--- config.mk ---
export PLATFORM = sky130hd
export DESIGN_NAME = uart_tx_serializer
export DESIGN_NICKNAME = d
export VERILOG_FILES = /design/src/rtl/uart_tx_pkg.sv /design/src/rtl/uart_tx_serializer_byte_fifo.sv /design/src/rtl/uart_tx_serializer.sv
export SDC_FILE = /design/constraint.sdc
export NUM_CORES = 1
export LEC_CHECK = 0
export BUFFER_PORTS_ARGS = -buffer_cell sky130_fd_sc_hd__clkbuf_2
export CORE_MARGIN = 1.5
export CORE_UTILIZATION = 35
export CTS_BUF_LIST = sky130_fd_sc_hd__clkbuf_16
export CTS_CLUSTER_SIZE = 10
export DETAILED_ROUTE_END_ITERATION = 8
export SYNTH_ARGS = -nofsm -noshare
export SYNTH_HDL_FRONTEND = slang
export SYNTH_SLANG_ARGS = --single-unit
--- constraint.sdc ---
create_clock -name clk -period 3.44 [get_ports clk]
set_input_delay 0.172 -clock clk [delete_from_list [all_inputs] [get_ports clk]]
set_output_delay 0.172 -clock clk [all_outputs]
set_load 0.05 [all_outputs]
--- src/rtl/uart_tx_pkg.sv ---
// Shared types and default timing constants for the UART transmit path.
// Baud divisor defaults assume a 12 MHz core clock driving a 115200 baud line.
package uart_tx_pkg;

    typedef enum logic [1:0] {
        IDLE  = 2'd0,
        START = 2'd1,
        DATA  = 2'd2,
        STOP  = 2'd3
    } state_e;

    localparam int CLK_HZ           = 12000000;
    localparam int BAUD             = 115200;
    localparam int BAUD_DIV_DEFAULT = 104;

    // Clocks per bit, rounded to nearest.
    function automatic int calc_baud_div(input int clk_hz, input int baud);
        return (clk_hz + baud / 2) / baud;
    endfunction

endpackage

--- src/rtl/uart_tx_serializer_byte_fifo.sv ---
// Synchronous byte FIFO; head visible combinationally on dout, count updates the edge after push/pop.
// No backpressure: a push while full is ignored unless a pop happens on the same edge.
module byte_fifo #(
    parameter int WIDTH = 8,
    parameter int DEPTH = 16
) (
    input  logic                     clk,
    input  logic                     rst,
    input  logic                     push,
    input  logic                     pop,
    input  logic [WIDTH-1:0]         din,
    output logic [WIDTH-1:0]         dout,
    output logic [$clog2(DEPTH):0]   count,
    output logic                     full,
    output logic                     empty
);

    localparam int AW = $clog2(DEPTH);
    localparam logic [AW:0] FULL_CNT = (AW+1)'(DEPTH);

    logic [WIDTH-1:0] r_mem [DEPTH];
    logic [AW-1:0]    r_wr_ptr;
    logic [AW-1:0]    r_rd_ptr;
    logic [AW:0]      r_count;
    logic             w_do_push;
    logic             w_do_pop;

    assign w_do_pop  = pop && !empty;
    // A full FIFO still takes a byte when the head leaves on the same edge.
    assign w_do_push = push && (!full || w_do_pop);

    always_ff @(posedge clk) begin
        if (w_do_push) begin
            r_mem[r_wr_ptr] <= din;
        end
    end

    always_ff @(posedge clk or negedge rst) begin
        if (!rst) begin
            r_wr_ptr <= '0;
            r_rd_ptr <= '0;
            r_count  <= '0;
        end else begin
            if (w_do_push) begin
                r_wr_ptr <= r_wr_ptr + AW'(1);
            end
            if (w_do_pop) begin
                r_rd_ptr <= r_rd_ptr + AW'(1);
            end
            case ({w_do_push, w_do_pop})
                2'b10:   r_count <= r_count + (AW+1)'(1);
                2'b01:   r_count <= r_count - (AW+1)'(1);
                default: r_count <= r_count;
            endcase
        end
    end

    assign dout  = r_mem[r_rd_ptr];
    assign count = r_count;
    assign full  = (r_count == FULL_CNT);
    assign empty = (r_count == '0);

endmodule

--- src/rtl/uart_tx_serializer.sv ---
// Buffers strobed bytes and shifts them out as 8N1 frames; line falls one edge after the byte is queued.
// Producer has no flow control: bytes strobed into a full FIFO without a same-edge pop are dropped and flagged.
module uart_tx_serializer
    import uart_tx_pkg::*;
#(
    parameter int BAUD_DIV   = BAUD_DIV_DEFAULT,
    parameter int FIFO_DEPTH = 16
) (
    input  logic                          clk,
    input  logic                          rst,
    input  logic                          tx_data_rdy,
    input  logic [7:0]                    tx_data,
    output logic                          uart_tx,
    output logic                          tx_busy,
    output logic                          fifo_full,
    output logic [$clog2(FIFO_DEPTH):0]   fifo_level,
    output logic                          overflow
);

    localparam int CW = $clog2(BAUD_DIV);
    localparam int LW = $clog2(FIFO_DEPTH) + 1;
    localparam logic [CW-1:0] BAUD_LAST = CW'(BAUD_DIV - 1);

    localparam logic [1:0] S_IDLE  = IDLE;
    localparam logic [1:0] S_START = START;
    localparam logic [1:0] S_DATA  = DATA;
    localparam logic [1:0] S_STOP  = STOP;

    logic [1:0]    r_state;
    logic [CW-1:0] r_baud_cnt;
    logic [2:0]    r_bit_idx;
    logic [7:0]    r_shift;
    logic          r_tx;
    logic          r_overflow;

    logic [7:0]    w_fifo_dout;
    logic [LW-1:0] w_fifo_count;
    logic          w_fifo_full;
    logic          w_fifo_empty;
    logic          w_baud_last;
    logic          w_pop;

    assign w_baud_last = (r_baud_cnt == BAUD_LAST);
    // Pop only when a frame is about to start: from IDLE, or at the last stop cycle for back-to-back frames.
    assign w_pop = !w_fifo_empty &&
                   ((r_state == S_IDLE) || ((r_state == S_STOP) && w_baud_last));

    byte_fifo #(
        .WIDTH (8),
        .DEPTH (FIFO_DEPTH)
    ) u_fifo (
        .clk   (clk),
        .rst   (rst),
        .push  (tx_data_rdy),
        .pop   (w_pop),
        .din   (tx_data),
        .dout  (w_fifo_dout),
        .count (w_fifo_count),
        .full  (w_fifo_full),
        .empty (w_fifo_empty)
    );

    // r_tx is loaded with the level of the state being entered, so the pin never passes through logic.
    always_ff @(posedge clk or negedge rst) begin
        if (!rst) begin
            r_state    <= S_IDLE;
            r_baud_cnt <= '0;
            r_bit_idx  <= '0;
            r_shift    <= '0;
            r_tx       <= 1'b1;
        end else begin
            case (r_state)
                S_IDLE: begin
                    r_baud_cnt <= '0;
                    r_tx       <= 1'b1;
                    if (w_pop) begin
                        r_shift <= w_fifo_dout;
                        r_tx    <= 1'b0;
                        r_state <= S_START;
                    end
                end
                S_START: begin
                    if (w_baud_last) begin
                        r_baud_cnt <= '0;
                        r_bit_idx  <= '0;
                        r_tx       <= r_shift[0];
                        r_state    <= S_DATA;
                    end else begin
                        r_baud_cnt <= r_baud_cnt + CW'(1);
                    end
                end
                S_DATA: begin
                    if (w_baud_last) begin
                        r_baud_cnt <= '0;
                        if (r_bit_idx == 3'd7) begin
                            r_tx    <= 1'b1;
                            r_state <= S_STOP;
                        end else begin
                            r_bit_idx <= r_bit_idx + 3'd1;
                            r_tx      <= r_shift[r_bit_idx + 3'd1];
                        end
                    end else begin
                        r_baud_cnt <= r_baud_cnt + CW'(1);
                    end
                end
                S_STOP: begin
                    if (w_baud_last) begin
                        r_baud_cnt <= '0;
                        if (w_pop) begin
                            r_shift <= w_fifo_dout;
                            r_tx    <= 1'b0;
                            r_state <= S_START;
                        end else begin
                            r_state <= S_IDLE;
                        end
                    end else begin
                        r_baud_cnt <= r_baud_cnt + CW'(1);
                    end
                end
                default: begin
                    r_state <= S_IDLE;
                    r_tx    <= 1'b1;
                end
            endcase
        end
    end

    always_ff @(posedge clk or negedge rst) begin
        if (!rst) begin
            r_overflow <= 1'b0;
        end else if (tx_data_rdy && w_fifo_full && !w_pop) begin
            r_overflow <= 1'b1;
        end
    end

    assign uart_tx    = r_tx;
    assign tx_busy    = (w_fifo_count != '0) || (r_state != S_IDLE);
    assign fifo_full  = w_fifo_full;
    assign fifo_level = w_fifo_count;
    assign overflow   = r_overflow;

endmodule

==> results of run 1 <==
synth_stat cells, types with 2 or more instances:
library cell / instances / area share [%]
nor2_1: 13 / 0.70
nand2_1: 17 / 0.92
a22oi_1: 15 / 1.6
buf_2: 7 / 0.51
o221ai_1: 2 / 0.25
nand3_1: 5 / 0.36
nor3b_1: 2 / 0.22
o21ai_1: 5 / 0.36
mux4_2: 32 / 10
nor3_1: 8 / 0.58
edfxtp_1: 128 / 55
nand2b_1: 2 / 0.18
a22o_1: 5 / 0.63
inv_1: 11 / 0.60
a21oi_1: 5 / 0.36
clkbuf_1: 7 / 0.38
o21ai_0: 4 / 0.29
mux4_1: 2 / 0.76
xor2_1: 5 / 0.63
dfrtp_1: 34 / 12
mux2_4: 3 / 0.65
nor4_1: 5 / 0.45
xnor2_1: 8 / 1.0
and2_1: 2 / 0.18
a31oi_2: 2 / 0.36
and3_1: 6 / 0.54
mux2_2: 6 / 0.98
nor2b_1: 5 / 0.45
mux2_1: 8 / 1.3
ha_1: 17 / 3.1
nor2_4: 2 / 0.33
mux2i_1: 2 / 0.29
through the flow:
| step | cells | util, % | hold WS (ps) | instance area (um^2) |
|---|---|---|---|---|
| 2_1_floorplan | 394 | - | -123.6 | 6927 |
| 3_3_place_gp | 677 | 38.02 | 335.1 | 7400 |
| 3_5_place_dp | 677 | 38.02 | 365.4 | 7400 |
| 4_1_cts | 710 | 41.04 | 84.17 | 7988 |
| 5_1_grt | 710 | 41.04 | 107.3 | 7988 |
| 6_report | 710 | 41.04 | 98.51 | 7988 |
repair_timing:
action,CTS,global route
hold endpoints to repair,34,0
buffers inserted,0,0
resized for setup,0,0
hold buffers,1,0
where the power goes:
part	internal, W	total [W]	switching [W]
clock	0.00102	0.00182	0.000806
sequential	0.00246	0.00279	0.000327
combinational	0.000977	0.00213	0.00115
worst paths after layout:
check,startpoint,to,cells after the start
worst max-delay path,r_state[0]$_DFFE_PN0P_,u_fifo.count[4]$_DFFE_PN0P_,10
worst min-delay path,tx_data_rdy,overflow$_DFFE_PN0P_,2
worst max register to register,r_state[0]$_DFFE_PN0P_,u_fifo.count[4]$_DFFE_PN0P_,10
worst min register to register,r_baud_cnt[0]$_DFF_PN0_,r_baud_cnt[0]$_DFF_PN0_,1
max in group asynchronous,rst,u_fifo.r_rd_ptr[1]$_DFFE_PN0P_,2
min in group asynchronous,rst,overflow$_DFFE_PN0P_,2
state kept, by name (all words and copies together) (netlist names):
signal / flops
u_fifo.count: 5
r_shift: 8
u_fifo.r_rd_ptr: 4
u_fifo.r_mem: 128
r_bit_idx: 3
r_state: 2
overflow: 1
uart_tx: 1
u_fifo.r_wr_ptr: 4
r_baud_cnt: 7
final cells by class:
type | instances | area, um^2 | share of cell area (%)
clock buffers | 17 | 425.4 | 5.326
repair buffers | 34 | 210.2 | 2.632
multi-input cells | 203 | 2097 | 26.25
inverters | 13 | 48.80 | 0.6109
flip-flops and latches | 163 | 4722 | 59.12
clock inverters | 15 | 152.6 | 1.911
well taps | 265 | 331.6 | 4.151
layer usage:
layer	vias up	global-route usage (%)	part of all wire (%)
met5	-	0	0
met3	20	3.899	4.2
li1	1642	-	-
met4	0	4.780	1.8
met2	72	22.19	49
met1	1822	18.05	45
kinds of logic (layout without fill, tap and decap cells):
logic type                 Yosys count  after routing  synth area share, %
adders and majority gates           18             18                3.360
buffers and inverters               28             79                1.752
and+or+nand+nor                     73             73                5.798
DFF                                163            163                68.15
muxes                               53             53                14.38
AOI/OAI and AO/OA                   46             46                4.913
xor gates and xnor gates            13             13                1.644
==> parameters.txt, run 1 <==
Parameter                              Value

Run status
  Result of the run ... completed

Die
  Die width ... 143.7 um
  Placement Rows ... 51
  Die Height ... 143.7 um
  Number of I/O pins ... 20
  DIE AREA ... 20640 um^2
  Placeable core region ... 19460 um^2
  Starting density of the core ... 35.59%

Yosys
  Post-synth EDFFs ... 128
  Seq/Total Area, Yosys ... 68.15%
  Ys async rst share ... 21.47%
  Post-synthesis cell area ... 6927 um^2
  Synth Net Count ... 423
  Mean area per synthesized cell ... 17.58 um^2
  Number of distinct library cells after synthesis ... 51
  Synthesis Warnings ... 0
  Dominant synthesized flop cell ... edfxtp_1
  Post-Synthesis Cells ... 394
  Number of storage elements in the synthesis netlist ... 163

Clock network
  Clock latency on the worst-skew pair ... 420 ps
  Clock-pin transition on the worst setup and hold timing paths ... 70 ps
  Inserted Clock Buffers ... 17
  Number of levels the H-tree was split into ... 4
  Maximum number of buffers from clock root to sink ... 2
  CTS tree ... yes
  Root Buffer ... clkbuf_16
  TritonCTS sink count ... 163

Finish
  Count of nets after finishing ... 461
  Filler Cells Inserted ... 1743
  Most used cells in the layout excluding fill and tap cells ... edfxtp_1, dfrtp_1, mux4_2
  Fraction of layout cells with a size suffix above 1 ... 26.74%
  Synthesis-to-layout area growth ... 15.32%
  Antenna cell count ... 0
  Most common cell after layout, fill and taps aside ... edfxtp_1

Setup path
  Worst Setup Path Type ... flip-flop to flip-flop
  Buffers plus inverters on the worst setup path ... 1
  Crit path cell chain ... inv_1 -> ha_1 -> a31oi_2 -> nor3_2 -> ha_1 -> nor2b_1 -> o21a_1 -> or3_1 -> o221ai_1 -> o221ai_1
  Delay contributed by the slowest stage of the critical path ... 430 ps
  Largest fanout of any net on the critical path ... 12
  Kind of cell with the highest combined delay on the critical path ... simple AND/OR/NAND/NOR gates
  Cell with the biggest individual delay on the critical path ... ha_1
  Setup slack, reg-to-reg ... 510 ps
  Req. time, crit path ... 3730 ps
  Setup crit start kind ... flip-flop
  Critical path endpoint category ... flip-flop
  Critical path data arrival time ... 3220 ps

Place
  Post-DP HPWL ... 8.930 mm
  Pre-CTS setup slack ... 535.3 ps
  Input/output buffers ... 19
  Final estimated routing congestion in global placement ... 0.8028

Pwr
  IR drop worst, VDD ... 0.5259 mV
  Design Power ... 0.006742 W
  Pleak ... 2.844 nW
  PD cells ... 844.0 nW/um^2

STA
  Period utilization ... 85.06%
  Count of final hold-check violations ... 0
  Headroom to the max-slew limit ... 38.59%
  Min Tclk post-route ... 2926 ps
  Worst-Margin Slew ... 921.2 ps
  Worst clock skew ... 9.852 ps
  Max-slew violation count ... 0
  Fmax ... 0.3417 GHz
  Unrepaired setup endpoints after global routing ... no
  Fin worst setup slack ... 513.8 ps
  Post-route setup TNS ... 0 ps
  Final number of setup-violating endpoints ... 0

Detailed routing
  Total wirelength of the detailed-routed design ... 13.21 mm
  Router iterations before antenna repair ... 4
  Via density ... 5.008
  Residual DRC ... 0
  DR vias ... 3556
  Detail-routed net length per standard cell ... 18.60 um
  Count of routing violations after the opening detailed-route iteration ... 200
  Post-route ant nets ... 0

Global routing
  Total overflow reported by the global router ... 0
  Pin count of the biggest net entering global routing ... 36
  Number of antenna violations at the first check in global routing ... 0
  Number of global-route vias before repair ... 3659
  Combined global-route utilization of all metal layers ... 13.83%
  First-pass GRT wire length ... 20.59 mm

Flow run
  Max-cap violations ... 0

Min path
  Type of the worst min-delay path ... input port to flip-flop
No activity file was read; power rests on OpenSTA's default activity.
==> run 2: changes to the inputs <==
- CORE_MARGIN: 1.5 -> default
==> run 2 against run 1 <==
Clock power decreased by 4%. Via count decreased by 0.70%. Sequential power about the same. Global-route usage increased by 0.10 points. Die area decreased by 1.4%. Final area decreased by 0.22%. Sequential share of layout area increased by 0.13 points. Non-clock buffer count increased by 1. First-iteration DRC count increased by 1.0%. Highest routed layer unchanged.
==> parameters.txt, run 2 (synthesis gave the netlist of run 1 again) <==
Parameter                              Value

Run status
  Result of the run ... completed

Finish
  Synthesis-to-layout area growth ... 15.06%
  Count of nets after finishing ... 462
  Fraction of layout cells with a size suffix above 1 ... 27.13%
  Final non-filler cell area ... 7970 um^2
  Registers with the highest flip-flop counts ... u_fifo.r_mem: 128 flops, r_shift: 8 flops, r_baud_cnt: 7 flops
  Antenna cell count ... 0
  Most flops, register ... u_fifo.r_mem
  Number of flip-flops under the largest register name ... 128
  Most used cells in the layout excluding fill and tap cells ... edfxtp_1, dfrtp_1, mux4_2
  Most common cell after layout, fill and taps aside ... edfxtp_1

STA
  Fin worst setup slack ... 506.0 ps
  Worst clock skew ... 7.997 ps
  Min Tclk post-route ... 2934 ps
  Max-slew violation count ... 0
  Period utilization ... 85.29%
  Worst hold slack ... 106.9 ps
  Final number of setup-violating endpoints ... 0
  Count of final hold-check violations ... 0
  Post-route setup TNS ... 0 ps
  Unrepaired setup endpoints after global routing ... no
  Headroom to the max-slew limit ... 39.75%
  Worst-Margin Slew ... 903.7 ps
  Fmax ... 0.3408 GHz

Setup path
  Depth of the most critical reg-to-reg path ... 11
  Reg2reg end ... u_fifo.count[4]$_DFFE_PN0P_
  Setup slack, reg-to-reg ... 510 ps
  Critical path data arrival time ... 3270 ps
  Critical path endpoint category ... flip-flop
  Delay contributed by the slowest stage of the critical path ... 450 ps
  Largest fanout of any net on the critical path ... 12
  Setup crit start kind ... flip-flop
  Buffers plus inverters on the worst setup path ... 2
  Req. time, crit path ... 3770 ps
  Cell with the biggest individual delay on the critical path ... ha_1
  Kind of cell with the highest combined delay on the critical path ... adder cells
  Startpoint of the most critical register-to-register path ... r_state[0]$_DFFE_PN0P_
  Worst Setup Path Type ... flip-flop to flip-flop
  Crit path cell chain ... inv_1 -> ha_1 -> a31oi_2 -> nor3_2 -> inv_2 -> fa_1 -> nor2b_1 -> o21a_1 -> o21ai_0 -> o22a_1 -> o221ai_1

Clock network
  Clock-pin transition on the worst setup and hold timing paths ... 60 ps
  Clock latency on the worst-skew pair ... 420 ps
  Count of cells resized by post-cts repair ... 0
  Inserted Clock Buffers ... 17
  Number of levels the H-tree was split into ... 4
  CTS tree ... yes
  Maximum number of buffers from clock root to sink ... 2
  Post-CTS Setup Repair Bufs ... 0
  Root Buffer ... clkbuf_16
  TritonCTS sink count ... 163

Die
  Die width ... 142.7 um
  Die Height ... 142.7 um
  Placement Rows ... 51
  DIE AREA ... 20360 um^2
  Starting density of the core ... 35.59%
  Number of I/O pins ... 20
  Placeable core region ... 19460 um^2

Global routing
  GRT Max-Usage Layer ... met2
  Met1 routing resource usage after global routing ... 17.97%
  GR met2 Demand/Resource ... 22.88%
  Number of global-route vias before repair ... 3702
  Pin count of the biggest net entering global routing ... 36
  Met3 track demand over resource in global routing ... 3.219%
  Combined global-route utilization of all metal layers ... 13.93%
  Total overflow reported by the global router ... 0
  Number of antenna violations at the first check in global routing ... 0
  First-pass GRT wire length ... 20.49 mm

Flow run
  Max-cap violations ... 0

Detailed routing
  Post-route ant nets ... 0
  Router iterations before antenna repair ... 4
  Via density ... 4.966
  Residual DRC ... 0
  Total wirelength of the detailed-routed design ... 12.97 mm
  Detail-routed net length per standard cell ... 18.25 um
  Count of routing violations after the opening detailed-route iteration ... 202
  DR vias ... 3531

Place
  Post-DP HPWL ... 8.966 mm
  Placed cell areas ... 7407 um^2
  Final estimated routing congestion in global placement ... 0.7957
  Input/output buffers ... 19
  Pre-CTS setup slack ... 552.5 ps

Pwr
  Pleak ... 2.832 nW
  PD cells ... 836.2 nW/um^2
  IR drop worst, VDD ... 0.3739 mV

Min path
  Hold Crit Start ... tx_data_rdy
  Type of the worst min-delay path ... input port to flip-flop
  Destination of the worst hold path ... overflow$_DFFE_PN0P_
  Hold Path Depth ... 2
==> run 2: cell count changes in the layout (fill, tap and decap cells not counted) <==
cell	previous run	this run
inv_8	2	1
clkinv_4	5	2
buf_4	14	15
inv_6	3	6
clkinv_2	2	3
clkinv_1	2	1
bufinv_16	1	0
clkinvlp_4	0	2
==> run 2: where the power goes <==
part	internal, W	switching, W	total, W
combinational	0.000988	0.00115	0.00213
sequential	0.00246	0.000313	0.00278
clock	0.000944	0.000809	0.00175
==> run 2: how the worst max path moves through the flow <==
stage          slack (ps)  depth (start not counted)                     endpoint                        start
2_1_floorplan         600                          9  u_fifo.count[4]$_DFFE_PN0P_  u_fifo.count[1]$_DFFE_PN0P_
3_3_place_gp          680                         10  u_fifo.count[4]$_DFFE_PN0P_       r_state[0]$_DFFE_PN0P_
3_5_place_dp          550                         11  u_fifo.count[4]$_DFFE_PN0P_       r_state[0]$_DFFE_PN0P_
4_1_cts               510                         11  u_fifo.count[4]$_DFFE_PN0P_       r_state[0]$_DFFE_PN0P_
5_1_grt               230                         11  u_fifo.count[4]$_DFFE_PN0P_       r_state[0]$_DFFE_PN0P_
6_report              510                         11  u_fifo.count[4]$_DFFE_PN0P_       r_state[0]$_DFFE_PN0P_
==> run 2: layout make-up <==
class / count / area [um^2]
well taps: 265 / 331.6
clock buffers: 17 / 425.4
repair buffers: 35 / 217.7
flip-flops and latches: 163 / 4722
clock inverters: 15 / 127.6
fillers: 1716 / 11490
inverters: 13 / 48.80
multi-input cells: 203 / 2097
==> run 2: stage by stage <==
step	cells	util, %	power, W
6_report	711	40.95	0.006664
5_1_grt	711	40.95	0.007030
4_1_cts	711	40.95	0.006734
3_5_place_dp	678	38.06	0.004976
3_3_place_gp	678	38.06	0.004902
2_1_floorplan	394	-	0.004389
==> run 2: routing by layer <==
| layer | vias up | wire length [um] | part of all wire (%) |
|---|---|---|---|
| li1 | 1645 | - | - |
| met5 | - | 0 | 0 |
| met3 | 9 | 296 | 2.3 |
| met2 | 45 | 6438 | 50 |
| met4 | 0 | 155 | 1.2 |
| met1 | 1832 | 6081 | 47 |
==> run 2: repair_timing <==
action | 4_1_cts | 5_1_grt
endpoints found under the hold margin | 34 | 0
hold buffers | 1 | 0
setup endpoints to repair | 0 | 0
==> run 3: changes to the inputs <==
- clock period: 3.44 -> 3.6 ns (I/O delays scaled with it)
==> run 3 against run 2 <==
Final cell count down 0.28%. Critical path depth shrank 1. Routed wire length increased by 0.57%. Fmax is 0.18% lower. Flip-flop and latch count did not move. Combinational power shrank 6%. Sequential power is 4% lower. Core utilization increased by 0.11 points. Global-route usage is 0.095 points higher. Die area unchanged. Critical path type unchanged. Critical endpoint unchanged. Largest cell class unchanged. Largest power group unchanged.
==> parameters.txt, run 3 (synthesis gave the netlist of run 1 again) <==
Parameter                              Value

Finish
  Synthesis-to-layout area growth ... 15.37%
  Antenna cell count ... 0
  Most used cells in the layout excluding fill and tap cells ... edfxtp_1, dfrtp_1, mux4_2
  Number of flip-flops under the largest register name ... 128
  Count of nets after finishing ... 460
  Most flops, register ... u_fifo.r_mem
  Registers with the highest flip-flop counts ... u_fifo.r_mem: 128 flops, r_shift: 8 flops, r_baud_cnt: 7 flops
  Post-layout utilization of the core ... 41.06%
  Most common cell after layout, fill and taps aside ... edfxtp_1
  Fraction of layout cells with a size suffix above 1 ... 26.80%

Die
  Die width ... 142.7 um
  Starting density of the core ... 35.59%
  Placement Rows ... 51
  Die Height ... 142.7 um
  Placeable core region ... 19460 um^2
  DIE AREA ... 20360 um^2
  Number of I/O pins ... 20

Pwr
  Switching power ... 0.002191 W
  Pleak ... 2.843 nW
  Proportion of power drawn by the clock network ... 27.6%
  PD cells ... 808.9 nW/um^2
  Internal power component ... 0.004274 W
  IR drop worst, VDD ... 0.3332 mV
  Power share of the sequential group ... 41.3%
  Switching share of power ... 33.89%
  Power share of the combinational group ... 31.1%

Clock network
  Clock-pin transition on the worst setup and hold timing paths ... 70 ps
  Count of cells resized by post-cts repair ... 0
  Post-CTS Setup Repair Bufs ... 0
  TritonCTS sink count ... 163
  CTS tree ... yes
  Number of levels the H-tree was split into ... 4
  Maximum number of buffers from clock root to sink ... 2
  Clock latency on the worst-skew pair ... 420 ps
  Root Buffer ... clkbuf_16
  Inserted Clock Buffers ... 17

Detailed routing
  DR vias ... 3573
  Total wirelength of the detailed-routed design ... 13.05 mm
  Via density ... 5.039
  Detail-routed net length per standard cell ... 18.40 um
  Post-route ant nets ... 0
  Count of routing violations after the opening detailed-route iteration ... 177
  Router iterations before antenna repair ... 4
  Residual DRC ... 0

Place
  Post-DP HPWL ... 8.796 mm
  Input/output buffers ... 19
  Final estimated routing congestion in global placement ... 0.8161

Setup path
  Worst Setup Path Type ... flip-flop to flip-flop
  Setup crit start kind ... flip-flop
  Crit path cell chain ... inv_1 -> ha_1 -> a31oi_2 -> nor3_2 -> ha_1 -> nor2b_1 -> o21a_1 -> or3_1 -> o221ai_1 -> o221ai_1
  Kind of cell with the highest combined delay on the critical path ... simple AND/OR/NAND/NOR gates
  Critical path origin ... r_state[0]$_DFFE_PN0P_
  Startpoint of the most critical register-to-register path ... r_state[0]$_DFFE_PN0P_
  Req. time, crit path ... 3890 ps
  Cell with the biggest individual delay on the critical path ... ha_1
  Buffers plus inverters on the worst setup path ... 1
  Reg2reg end ... u_fifo.count[4]$_DFFE_PN0P_
  Delay contributed by the slowest stage of the critical path ... 420 ps
  Capture point of the worst path ... u_fifo.count[4]$_DFFE_PN0P_
  Largest fanout of any net on the critical path ... 12
  Critical path endpoint category ... flip-flop
  Critical path data arrival time ... 3230 ps
  Depth of the most critical reg-to-reg path ... 10
  CP Depth ... 10
  Setup slack, reg-to-reg ... 660 ps

Run status
  Result of the run ... completed

STA
  Worst-Margin Slew ... 902.4 ps
  Post-route setup TNS ... 0 ps
  Unrepaired setup endpoints after global routing ... no
  Worst clock skew ... 8.519 ps
  Period utilization ... 81.65%
  Max-slew violation count ... 0
  Headroom to the max-slew limit ... 39.84%
  Fmax ... 0.3402 GHz
  Count of final hold-check violations ... 0
  Final number of setup-violating endpoints ... 0
  Min Tclk post-route ... 2939 ps

Global routing
  Total overflow reported by the global router ... 0
  Number of antenna violations at the first check in global routing ... 0
  Pin count of the biggest net entering global routing ... 36
  Number of global-route vias before repair ... 3747
  Combined global-route utilization of all metal layers ... 14.03%
  First-pass GRT wire length ... 20.44 mm

Flow run
  Max-cap violations ... 0

Min path
  Type of the worst min-delay path ... input port to flip-flop
run 3: through the flow:
step | hold slack, ps | cells | instance area, um^2 | total power (W) | worst slack, ps
after global routing | 116.7 | 709 | 7991 | 0.006815 | 481.6
after floorplan | -115.6 | 394 | 6927 | 0.004194 | 764.9
after global placement | 347.9 | 676 | 7392 | 0.004688 | 822.8
final | 116.4 | 709 | 7991 | 0.006464 | 660.8
after CTS | 99.22 | 709 | 7991 | 0.006543 | 670.8
after detailed placement | 374.0 | 676 | 7392 | 0.004745 | 699.4
run 3: final cells by class:
class / count / area [um^2]
clock buffer: 17 / 425.4
clock inverter: 15 / 163.9
fill: 1723 / 11470
inverter: 13 / 48.80
multi-input combinational: 203 / 2097
sequential: 163 / 4722
tap: 265 / 331.6
timing repair buffer: 33 / 202.7
run 3: worst min-delay path by stage:
stage / from / end / cells past startpoint
final: tx_data_rdy / overflow$_DFFE_PN0P_ / 2
after global routing: tx_data_rdy / overflow$_DFFE_PN0P_ / 2
after CTS: tx_data_rdy / overflow$_DFFE_PN0P_ / 2
after detailed placement: rst / r_shift[0]$_DFFE_PN0P_ / 1
after global placement: rst / r_shift[0]$_DFFE_PN0P_ / 1
after floorplan: rst / overflow$_DFFE_PN0P_ / 0
run 3: layer usage:
layer  global-route usage (%)  vias to the layer above  share of wire [%]
li1                         -                     1636                  -
met1                    16.96                     1844                 43
met2                    23.19                       75                 50
met3                    4.393                       18                5.1
met4                    5.886                        0                2.1
met5                        0                        -                  0
run 3: power by group through the flow:
stage / registers [W] / logic [W] / clock network [W]
global route: 0.00272 / 0.00220 / 0.00190
floorplan: 0.00267 / 0.00153 / 0
detailed placement: 0.00271 / 0.00203 / 0
global placement: 0.00269 / 0.00200 / 0
CTS: 0.00267 / 0.00205 / 0.00183
finish: 0.00267 / 0.00201 / 0.00179
run 3: timing repair:
| action | 4_1_cts | 5_1_grt |
|---|---|---|
| endpoints found under the setup margin | 0 | 0 |
| hold buffers | 1 | 0 |
| endpoints found under the hold margin | 34 | 0 |
